==> src/rtl/ctrl_pkg.sv <==
// Shared encodings and control bundles for the ARM-subset instruction decoder.
// Imported by the top-level decoder and its ALU decode sub-block.
package ctrl_pkg;

  // ALU operation select
  localparam logic [1:0] ALU_ADD = 2'b00;
  localparam logic [1:0] ALU_SUB = 2'b01;
  localparam logic [1:0] ALU_AND = 2'b10;
  localparam logic [1:0] ALU_ORR = 2'b11;

  // Instruction class, instruction bits [27:26]
  localparam logic [1:0] OP_DP  = 2'b00;
  localparam logic [1:0] OP_MEM = 2'b01;
  localparam logic [1:0] OP_BR  = 2'b10;

  // Immediate extension format
  localparam logic [1:0] IMM_DP  = 2'b00;
  localparam logic [1:0] IMM_MEM = 2'b01;
  localparam logic [1:0] IMM_BR  = 2'b10;

  // Data-processing cmd field, Funct[4:1]
  localparam logic [3:0] CMD_ADD = 4'b0100;
  localparam logic [3:0] CMD_SUB = 4'b0010;
  localparam logic [3:0] CMD_AND = 4'b0000;
  localparam logic [3:0] CMD_ORR = 4'b1100;

  localparam logic [3:0] REG_PC = 4'b1111;

  // Main-decode result before ALU decode and PC-write resolution.
  typedef struct packed {
    logic [1:0] reg_src;
    logic [1:0] imm_src;
    logic       alu_src;
    logic       mem_to_reg;
    logic       reg_w;
    logic       mem_w;
    logic       branch;
    logic       alu_op;
  } ctrl_t;

  // Registered output bundle driven onto the datapath.
  typedef struct packed {
    logic [1:0] flag_w;
    logic       pcs;
    logic       reg_w;
    logic       mem_w;
    logic       mem_to_reg;
    logic       alu_src;
    logic [1:0] imm_src;
    logic [1:0] reg_src;
    logic [1:0] alu_control;
  } out_t;

  // Carry/overflow are only meaningful for the arithmetic operations.
  function automatic logic writes_cv(input logic [1:0] alu_control);
    return (alu_control == ALU_ADD) || (alu_control == ALU_SUB);
  endfunction

endpackage

==> src/rtl/instr_decoder_alu.sv <==
// ALU decode: maps the data-processing cmd/S bits to an ALU operation and
// flag-write enables, and flags cmd values outside the supported subset.
module alu_decoder
  import ctrl_pkg::*;
(
  input  logic [4:0] funct,
  input  logic       alu_op,
  output logic [1:0] alu_control,
  output logic [1:0] flag_w,
  output logic       illegal
);

  always_comb begin
    alu_control = ALU_ADD;
    flag_w      = 2'b00;
    illegal     = 1'b0;
    if (alu_op) begin
      unique case (funct[4:1])
        CMD_ADD: alu_control = ALU_ADD;
        CMD_SUB: alu_control = ALU_SUB;
        CMD_AND: alu_control = ALU_AND;
        CMD_ORR: alu_control = ALU_ORR;
        default: illegal     = 1'b1;
      endcase
      // Unsupported cmd must not touch the flags either.
      if (!illegal) begin
        flag_w[1] = funct[0];
        flag_w[0] = funct[0] & writes_cv(alu_control);
      end
    end
  end

endmodule

==> src/rtl/instr_decoder.sv <==
// Registered control decoder: main decode, ALU decode, PC-write detection,
// then a single output register with asynchronous active-low reset.
module instr_decoder
  import ctrl_pkg::*;
(
  input  logic       clk,
  input  logic       reset,
  input  logic [1:0] Op,
  input  logic [5:0] Funct,
  input  logic [3:0] Rd,
  output logic [1:0] FlagW,
  output logic       PCS,
  output logic       RegW,
  output logic       MemW,
  output logic       MemtoReg,
  output logic       ALUSrc,
  output logic [1:0] ImmSrc,
  output logic [1:0] RegSrc,
  output logic [1:0] ALUControl
);

  ctrl_t      ctrl;
  logic [1:0] alu_control;
  logic [1:0] flag_w;
  logic       illegal;
  logic       reg_w_final;
  out_t       out_d;
  out_t       out_q;

  always_comb begin
    ctrl = '0;
    unique case (Op)
      OP_DP: begin
        ctrl.imm_src = IMM_DP;
        ctrl.alu_src = Funct[5];
        ctrl.reg_w   = 1'b1;
        ctrl.alu_op  = 1'b1;
      end
      OP_MEM: begin
        ctrl.imm_src    = IMM_MEM;
        ctrl.alu_src    = 1'b1;
        ctrl.mem_to_reg = 1'b1;
        if (Funct[0]) begin
          ctrl.reg_w = 1'b1;
        end else begin
          // Stores read Rd as the data source through the second port.
          ctrl.reg_src = 2'b10;
          ctrl.mem_w   = 1'b1;
        end
      end
      OP_BR: begin
        ctrl.reg_src = 2'b01;
        ctrl.imm_src = IMM_BR;
        ctrl.alu_src = 1'b1;
        ctrl.branch  = 1'b1;
      end
      default: ctrl = '0;
    endcase
  end

  alu_decoder u_alu_decoder (
    .funct       (Funct[4:0]),
    .alu_op      (ctrl.alu_op),
    .alu_control (alu_control),
    .flag_w      (flag_w),
    .illegal     (illegal)
  );

  assign reg_w_final = ctrl.reg_w & ~illegal;

  always_comb begin
    out_d             = '0;
    out_d.flag_w      = flag_w;
    out_d.pcs         = ((Rd == REG_PC) & reg_w_final) | ctrl.branch;
    out_d.reg_w       = reg_w_final;
    out_d.mem_w       = ctrl.mem_w;
    out_d.mem_to_reg  = ctrl.mem_to_reg;
    out_d.alu_src     = ctrl.alu_src;
    out_d.imm_src     = ctrl.imm_src;
    out_d.reg_src     = ctrl.reg_src;
    out_d.alu_control = alu_control;
  end

  always_ff @(posedge clk or negedge reset) begin
    if (!reset) begin
      out_q <= '0;
    end else begin
      out_q <= out_d;
    end
  end

  assign FlagW      = out_q.flag_w;
  assign PCS        = out_q.pcs;
  assign RegW       = out_q.reg_w;
  assign MemW       = out_q.mem_w;
  assign MemtoReg   = out_q.mem_to_reg;
  assign ALUSrc     = out_q.alu_src;
  assign ImmSrc     = out_q.imm_src;
  assign RegSrc     = out_q.reg_src;
  assign ALUControl = out_q.alu_control;

endmodule

==> config.mk <==
export PLATFORM = sky130hd
export DESIGN_NAME = instr_decoder
export DESIGN_NICKNAME = d
export VERILOG_FILES = /design/src/rtl/ctrl_pkg.sv /design/src/rtl/instr_decoder_alu.sv /design/src/rtl/instr_decoder.sv
export SDC_FILE = /design/constraint.sdc
export NUM_CORES = 1
export LEC_CHECK = 0
export ABC_CLOCK_PERIOD_IN_PS = 900
export CAP_MARGIN = 20
export CORE_UTILIZATION = 36
export DETAILED_ROUTE_END_ITERATION = 16
export PLACE_DENSITY_LB_ADDON = 0.2
export REMOVE_ABC_BUFFERS = 1
export SYNTH_ARGS = -nofsm -noshare
export SYNTH_HDL_FRONTEND = slang
export SYNTH_SLANG_ARGS = --single-unit
==> constraint.sdc <==
create_clock -name clk -period 0.9 [get_ports clk]
set_clock_uncertainty 0.15 [all_clocks]
set_input_delay 0.18 -clock clk [delete_from_list [all_inputs] [get_ports clk]]
set_output_delay 0.18 -clock clk [all_outputs]
set_load 0.02 [all_outputs]
==> results by group <==
Status
  • Status: complete, but fails checks
  • Violated checks: negative setup slack

Final layout
  • Layout cell share with drive strength beyond 1: between 50% and 60%
  • Design area: approximately 900 sq um
  • Fillcell total: 87
  • Most frequent cells in the layout: 11 x dfrtp_1, 11 x buf_6, 9 x buf_2, 9 x buf_4, 4 x dlygate4sd2_1
  • Layout area overhead: 85.46%
  • Antenna Cells: 0
  • Post-layout nets: 98

Clock tree
  • Clock slew at reported path FFs: around 0.070 ns
  • CTS sink cnt: 11
  • CTS tree: yes
  • CTS Hold Bufs: 0
  • CTS root buffer: clkbuf_4
  • Cts bufs inserted: 3
  • Clock Path Buffers: 2
  • H-tree depth: 1

Place
  • GPL Wtd Cong: about 0.74
  • PortBufs: 26
  • Area after DPL: about 850 sq um
  • Post-place setup slack: -0.6778 ns
  • Post-DP HPWL: about 800 um

Power
  • Flop pwr share: between 40 and 50%
  • Power Density: about 1200 nW/um^2
  • Max IR drop VDD: between 0.7 and 0.8 mV
  • P_int: approximately 0.84 mW
  • Leakage: about 0.48 nW
  • Share of total power in combinational logic: between 20% and 30%
  • Proportion of power drawn by the clock network: a little under 30%
  • Sw Ratio: around a quarter
  • Psw: approximately 0.30 mW

GRT
  • Grt ovf: 0
  • GRT Overall Usage: 17.70%
  • Largest net degree at the start of global routing: 12
  • Vias in the first global route: roughly 380
  • Antenna violations before repair: 0
  • First-pass GRT wire length: ~1700 um

STA
  • Setup WS post-layout: -0.2193 ns
  • Final setup viols: 13
  • Slew @ Worst Pin: 0.1936 ns
  • RSZ-0062 raised after global routing: true
  • Final Hold Viols: 0
  • Fmax: about 0.89 GHz
  • Hold Slack: between 0.07 and 0.08 ns
  • Final Slew Violations: 0
  • Tcrit/Tclk final: 124.4%
  • Max_slew headroom: slightly below 90%
  • Fin crit period: between 1 and 1.5 ns

Floorplanning
  • Die X: between 30 and 40 um
  • Core region area: around 1200 sq um
  • Initial core utilization: between 40% and 50%
  • Full die area: 1514 sq um
  • IO Count: 27
  • Row cnt: 12
  • Die Span Y: 38.91 um

Worst setup path
  • Setup crit end kind: output pin
  • Path type of the worst setup path: reg -> out
  • CP max stage delay: around 0.37 ns
  • Crit path arrival time: roughly 0.8 ns
  • Critical path peak fanout: 2
  • Slowest stage cell, crit path: dfrtp_1
  • CP cell instances: buf_2
  • Worst path buffer plus inverter count: 1
  • CP required: approximately 0.57 ns
  • CP top delay family: flip-flops
  • CP Launch Type: flop

Flow run
  • Max-cap violations: 0

Drt
  • Residual DRC: 0
  • Routed vias: 420
  • First-pass iteration count of the detailed router: 3
  • Vias per cell: ~4.6
  • Per-cell routed wire length: about 12 um
  • Initial DRC count: 3
  • Antenna-violating nets left: 0
  • Routed WL: between 1000 and 1500 um

Synthesis
  • Syn Inst Count: 38
  • Post-synth EDFFs: 0
  • Sequential share of the synthesized area: around 56%
  • Syn avg cell area: about 13 sq um
  • Post-Syn Area: ~490 sq um
  • Asr flop ratio synth: 100.0%
  • Yosys warnings: 0
  • Synth Flop Type: dfrtp_1
  • Seq cells post-synth: 11
  • Synth unique cells: 19

Min path
  • Hold WC Path Type: in -> reg
per-stage QoR:
step	power (mW)	utilization, %	instances	setup TNS [ns]
floorplan	0.6161	-	36	-0.4715
global placement	0.7888	71.52	87	-10.15
CTS	1.143	76.90	92	-2.770
global route	1.191	76.69	92	-3.033
detailed placement	0.7964	71.52	87	-10.42
finish	1.134	76.69	92	-2.662
repair_timing:
item	4_1_cts	5_1_grt
buffers inserted	1	0
pin swaps	4	3
gates resized for setup	105	5
setup endpoints to repair	24	16
tightest hold or removal path: cells and delay by family:
family,cells,cell delay [ns]
buf+inv,2,0.24
simple gates,1,0.04
power groups by stage:
stage          Clock (mW)  Combinational, mW  Sequential [mW]
3_3_place_gp            0              0.258            0.530
6_report            0.333              0.275            0.525
3_5_place_dp            0              0.265            0.532
5_1_grt             0.366              0.299            0.526
4_1_cts             0.338              0.280            0.526
2_1_floorplan           0             0.0504            0.566
sequential cells by signal, indices dropped and copies added (netlist names):
name / count
ImmSrc: 2
FlagW: 2
ALUSrc: 1
MemW: 1
ALUControl: 2
MemtoReg: 1
PCS: 1
RegW: 1
layer usage:
| layer | GRT usage [%] | wire length (um) |
|---|---|---|
| met5 | 0 | 0 |
| met4 | 12.93 | 0 |
| met3 | 1.734 | 54 |
| met2 | 28.33 | 573 |
| met1 | 21.85 | 469 |
layout make-up:
cell class,instances,area [sq um],share of cell area (%)
Inverter,2,10.01,1.100
Timing Repair Buffer,38,336.6,37.00
Multi-Input combinational cell,23,244.0,26.82
Tap cell,14,17.52,1.926
Sequential cell,11,275.3,30.26
Clock buffer,4,26.28,2.889
cell families (layout without fill, tap and decap cells):
family / count (synthesis) / after routing / synth area share, %
AOI/OAI and AO/OA: 4 / 4 / 6.123
xor gates and xnor gates: 2 / 2 / 3.572
adders and majority gates: 5 / 5 / 12.76
buffers and inverters: 4 / 44 / 4.592
DFF: 11 / 11 / 56.12
muxes: 1 / 1 / 3.060
and+or+nand+nor: 11 / 11 / 13.78
worst paths after layout:
check                          startpoint                       to  slack (ns)  cells after the start
setup / recovery           MemW$_DFF_PN0_                     MemW       -0.22                      1
hold / removal                   Funct[2]  ALUControl[1]$_DFF_PN0_        0.08                      3
max in group asynchronous           reset            PCS$_DFF_PN0_        0.40                      2
min in group asynchronous           reset           MemW$_DFF_PN0_        0.09                      2
synth_stat cells, drive strengths merged (2+ instances only):
library cell	n	share of area, %
inv	2	1.5
nor2	2	1.5
a21oi	2	2.0
buf	2	3.1
nand2	2	1.5
ha	5	13
dfrtp	11	56
No activity file was read; power rests on OpenSTA's default activity.
